==> config.mk <==
export PLATFORM = sky130hd
export DESIGN_NAME = instru_writer
export DESIGN_NICKNAME = d
export VERILOG_FILES = /design/src/rtl/instru_writer_pkg.sv /design/src/rtl/instru_writer.sv
export SDC_FILE = /design/constraint.sdc
export NUM_CORES = 1
export LEC_CHECK = 0
export ABC_CLOCK_PERIOD_IN_PS = 1890
export BUFFER_PORTS_ARGS = -buffer_cell sky130_fd_sc_hd__buf_2
export CELL_PAD_IN_SITES_DETAIL_PLACEMENT = 1
export CELL_PAD_IN_SITES_GLOBAL_PLACEMENT = 1
export CORE_ASPECT_RATIO = 1.4
export CORE_UTILIZATION = 36
export DETAILED_ROUTE_END_ITERATION = 12
export PLACE_DENSITY = 0.82
export RECOVER_POWER = 50
export SYNTH_ARGS = -nofsm -noshare
export SYNTH_HDL_FRONTEND = slang
export SYNTH_SLANG_ARGS = --single-unit
==> constraint.sdc <==
create_clock -name clk -period 1.89 [get_ports clk]
set_input_delay 0.0945 -clock clk [delete_from_list [all_inputs] [get_ports clk]]
set_output_delay 0.0945 -clock clk [all_outputs]
set_load 0.05 [all_outputs]
==> src/rtl/instru_writer_pkg.sv <==
// rtl/instru_writer_pkg.sv - shared constants and FSM state type for instru_writer
//
// Purpose: default memory geometry, bytes-per-word and the session state
// enumeration shared by the instruction writer and anything that talks to it.
package instru_writer_pkg;

  localparam int ADDR_W         = 7;
  localparam int DEPTH          = 2 ** ADDR_W;
  localparam int BYTES_PER_WORD = 4;

  typedef enum logic [2:0] {
    ST_IDLE  = 3'd0,
    ST_ARMED = 3'd1,
    ST_WRITE = 3'd2,
    ST_DONE  = 3'd3,
    ST_ERR   = 3'd4
  } state_e;

endpackage

==> src/rtl/instru_writer.sv <==
// rtl/instru_writer.sv - unpacks 32-bit instruction words into big-endian byte writes
//
// Purpose: a load session is armed by start at base_addr; each accepted word
// is written as four consecutive bytes (MSB first) over four cycles. The
// session ends in DONE after a word flagged word_last, or in ERR when the next
// word would run past the end of memory.
//
// Ports:
//   clk, rst_n         clock, asynchronous active-low reset
//   start, base_addr   arm a session at base_addr (ignored while busy)
//   word_valid, word,  upstream word source; accepted when word_ready=1
//   word_last, word_ready
//   mem_we, mem_addr,  byte write port to the external instruction memory
//   mem_data
//   busy, done, err    session status decoded from state
//   word_count         words fully written in the current session
module instru_writer #(
  parameter int ADDR_W = instru_writer_pkg::ADDR_W,
  parameter int DEPTH  = instru_writer_pkg::DEPTH
) (
  input  logic              clk,
  input  logic              rst_n,
  input  logic              start,
  input  logic [ADDR_W-1:0] base_addr,
  input  logic              word_valid,
  input  logic [31:0]       word,
  input  logic              word_last,
  output logic              word_ready,
  output logic              mem_we,
  output logic [ADDR_W-1:0] mem_addr,
  output logic [7:0]        mem_data,
  output logic              busy,
  output logic              done,
  output logic              err,
  output logic [ADDR_W-2:0] word_count
);
  import instru_writer_pkg::*;

  // Pointer carries one extra bit so that base+4*n past the top of memory is
  // visible as a large value instead of wrapping back to a low address.
  localparam logic [ADDR_W:0]   LAST_WORD_PTR = (ADDR_W+1)'(DEPTH - BYTES_PER_WORD);
  localparam logic [ADDR_W:0]   PTR_STEP      = (ADDR_W+1)'(BYTES_PER_WORD);
  localparam logic [ADDR_W-2:0] COUNT_ONE     = (ADDR_W-1)'(1);

  state_e            state_q, state_d;
  logic [ADDR_W:0]   ptr_q, ptr_d;
  logic [1:0]        beat_q, beat_d;
  logic [31:0]       word_q, word_d;
  logic              last_q, last_d;
  logic [ADDR_W-2:0] count_q, count_d;

  logic              room;

  assign room = (ptr_q <= LAST_WORD_PTR);

  // State register
  always_ff @(posedge clk or negedge rst_n) begin
    if (!rst_n) begin
      state_q <= ST_IDLE;
      ptr_q   <= '0;
      beat_q  <= '0;
      word_q  <= '0;
      last_q  <= 1'b0;
      count_q <= '0;
    end else begin
      state_q <= state_d;
      ptr_q   <= ptr_d;
      beat_q  <= beat_d;
      word_q  <= word_d;
      last_q  <= last_d;
      count_q <= count_d;
    end
  end

  // Next-state and datapath update
  always_comb begin
    state_d = state_q;
    ptr_d   = ptr_q;
    beat_d  = beat_q;
    word_d  = word_q;
    last_d  = last_q;
    count_d = count_q;
    case (state_q)
      ST_IDLE, ST_DONE, ST_ERR: begin
        if (start) begin
          state_d = ST_ARMED;
          ptr_d   = {1'b0, base_addr};
          count_d = '0;
        end
      end
      ST_ARMED: begin
        if (!room) begin
          // Not enough bytes left for a whole word: abort without writing.
          state_d = ST_ERR;
        end else if (word_valid) begin
          state_d = ST_WRITE;
          word_d  = word;
          last_d  = word_last;
          beat_d  = 2'd0;
        end
      end
      ST_WRITE: begin
        beat_d = beat_q + 2'd1;
        if (beat_q == 2'd3) begin
          ptr_d   = ptr_q + PTR_STEP;
          count_d = count_q + COUNT_ONE;
          state_d = last_q ? ST_DONE : ST_ARMED;
        end
      end
      default: state_d = ST_IDLE;
    endcase
  end

  // Outputs decoded from state and registers; word_ready is the only one that
  // also looks at the pointer.
  always_comb begin
    word_ready = (state_q == ST_ARMED) && room;
    busy       = (state_q == ST_ARMED) || (state_q == ST_WRITE);
    done       = (state_q == ST_DONE);
    err        = (state_q == ST_ERR);
    word_count = count_q;
    mem_we     = 1'b0;
    mem_addr   = '0;
    mem_data   = 8'h00;
    if (state_q == ST_WRITE) begin
      mem_we   = 1'b1;
      mem_addr = ptr_q[ADDR_W-1:0] + ADDR_W'(beat_q);
      case (beat_q)
        2'd0:    mem_data = word_q[31:24];
        2'd1:    mem_data = word_q[23:16];
        2'd2:    mem_data = word_q[15:8];
        default: mem_data = word_q[7:0];
      endcase
    end
  end

endmodule

==> results.cfg <==
[run_status]
status = finished, violations left
violations = negative setup slack

[logic_synthesis]
yosys_warnings = 0
synth_ff_type = dfrtp_1
yosys.area.top_type = dfrtp_1
synth_edf_count = 0
yosys-top-cells-area = dfrtp_1 49%, mux2_2 14%, nor2_1 4.1%
netlist_area_um2 = 2670
syn_inst = 251
avgSynthCellArea_um2 = 10.6
syn_nets = 304
ys_seq_elements = 52
yosys.cell_types.count = 41
ys_seq_area_share_pct = 48.8
synthArstFlopShare_pct = 100
synth_top_area_share_pct = 48.8

[cts]
worstSkewPairLatency_ps = 310
htreeDepth = 2
cts_tree = built
clk_pin_slew_ps = 100
numCtsBuffers = 5
cts-root-buf = clkbuf_8
cts_buffer_depth = 2
clock-sinks = 52

[finish]
syn_to_final_growth_pct = 38.1
layout-drive-gt1-share_pct = 49.7
mostFrequentLayoutCell = buf_2
num_antenna_cells = 0
finalNetCount = 392
final_cell_mix = 53 x buf_2, 52 x dfrtp_1, 32 x mux2_2, 20 x buf_4, 18 x nor2_1

[grt]
overflow = 0
grt_max_degree = 36
grt_pass1_vias = 2538
grt.total_usage_pct = 20.8
antenna_found_initial = 0
grt_pass1_wl_um = 12200

[detailed_routing]
route.met2.wl_um = 4140
detail_route.wl_per_cell_um = 17.1
remaining_drc_errors = 0
ant_nets = 0
routed_wl_um = 7460
dr_total_vias = 2311
vias_per_cell = 5.31
top_layer = met4
wl_met3_um = 225
drtIter0Drc = 82
drt-pass1-iter-count = 5
met1Wirelength_um = 2930

[placed_design]
place_ws_ps = -12.5
io_buffers = 69
hpwl_um = 5300
gp_congestion = 0.760

[critical_path]
cp.required_ps = 1800
critical_path.top_delay_family = adder cells
slowest_stage = dfrtp_1
path_max_fanout = 2
critPathKind = flop to output port
crit_path_end = mem_addr[6]
r2r_cells = 4
r2r-end = ptr_q[0]
slowest_delay_ps = 390
r2r_setup_slack_ps = 90
r2r_start = state_q[1]
cp_data_arrival_time_ps = 1980
cp-start-kind = flop
cp_cell_sequence = ha_2 -> inv_2 -> fa_2 -> or3_4 -> a21oi_4 -> buf_6
timing.critical_path.buf_inv = 2
cp.depth = 6
setup.worst_path.start = beat_q[0]
cp-end-kind = output port

[floorplan]
boundaryPins = 70
die_x_um = 74.8
die-area_um2 = 7770
rows = 36
die_h_um = 104
core_area_um2 = 7070
start_util_pct = 37.7

[timing]
maxClockFrequency_mhz = 483
fin_crit_sh_pct = 110
rsz0062_at_grt = true
layout_setup_ws_ps = -181
slew_headroom_pct = 19.1
finalSetupViolations = 13
finalMaxSlewViolations = 0
hold_viol = 0
period_needed_ps = 2070
tightest_slew_ps = 1210
clock-skew-final_ps = 10.2

[power]
ir_worst_vdd_mv = 0.884
power.density_nw_per_um2 = 1920
p_leak_nw = 1.65
total_power_mw = 7.06

[flow_run]
maxCapViolCount = 0

[hold_path]
min_path_type = input port to flop
[cells by family after synthesis]
group           Yosys count  share of synthesized area [%]
compound gates           53                           13.6
buf+inv                  24                           4.08
fa+ha+maj                 9                           4.50
xor+xnor                  3                          0.985
mux                      35                           14.8
flops                    52                           48.8
simple gates             75                           13.3
[report_power, final]
part,internal [mW],total [mW],switching (mW),leakage [nW]
logic,1.83,4.30,2.47,0.961
clock network,0.394,0.781,0.387,0.0552
registers,1.63,1.98,0.344,0.635
total,3.86,7.06,3.20,1.65
[what timing repair did]
action / 4_1_cts / 5_1_grt
pin swaps: 10 / 9
endpoints found under the hold margin: 23 / 0
resized for setup: 44 / 17
hold buffers: 3 / 0
setup buffers: 2 / 3
setup endpoints to repair: 15 / 22
gates cloned: 0 / 0
[layer usage]
layer,vias to the layer above,track usage (%)
met1,1150,25.1
met2,64,36.6
met3,17,3.10
li1,1080,-
met5,-,0
met4,0,6.74
[Yosys cell counts (2+ instances only)]
cell      count
nand2_1      13
mux2_1        3
dfrtp_1      52
or4_1         2
mux2_2       32
a221o_1       2
inv_1         8
a21oi_1      15
nand3_1      12
or3_1         3
o22ai_1       3
ha_1          8
nor3_1        4
nor3b_1       2
nor2_1       29
o21ai_1       4
a222oi_1      8
xnor2_1       2
buf_2         5
buf_4         2
nor2b_1       3
o21ai_0      12
clkbuf_1      8
and2_1        2
[layout make-up]
cell class                 instances  area [um2]
clock buffer                       6        72.6
timing repair buffer              96         668
clock inverter                     2        35.0
fill                             794        3390
inverter                           9        41.3
tap                               95         119
sequential                        52        1300
multi-input combinational        175        1450
[worst reg2reg max path: cells and delay by family (launching register included)]
kind / cells / cell delay [ps]
AOI/OAI and AO/OA: 1 / 440
muxes: 1 / 400
DFF: 1 / 430
and+or+nand+nor: 1 / 260
buffers and inverters: 1 / 170
[metrics by stage]
step	TNS (ps)	area (um2)	instances	utilization, %	hold WS (ps)
floorplan	-169	2720	251	-	-201
global placement	0	3290	419	46.5	115
detailed placement	-12.5	3290	419	46.5	119
CTS	-1290	3600	432	51.0	2.89
global route	-6750	3680	435	52.1	0.616
finish	-1010	3680	435	52.1	9.56
[state kept, by name (all words and copies together), names as in the netlist]
name	flops
beat_q	2
last_q	1
ptr_q	8
state_q	3
word_count	6
word_q	32
[how the worst min path moves through the flow]
stage / startpoint / slack, ps / depth (start not counted) / to
floorplan: rst_n / -200 / 0 / beat_q[0]
global placement: rst_n / 110 / 1 / state_q[2]
detailed placement: rst_n / 120 / 1 / state_q[0]
CTS: word_last / 3 / 2 / last_q
global route: word[27] / 0.6 / 2 / word_q[27]
finish: word_last / 10 / 2 / last_q
(Power assumes the default switching activity.)
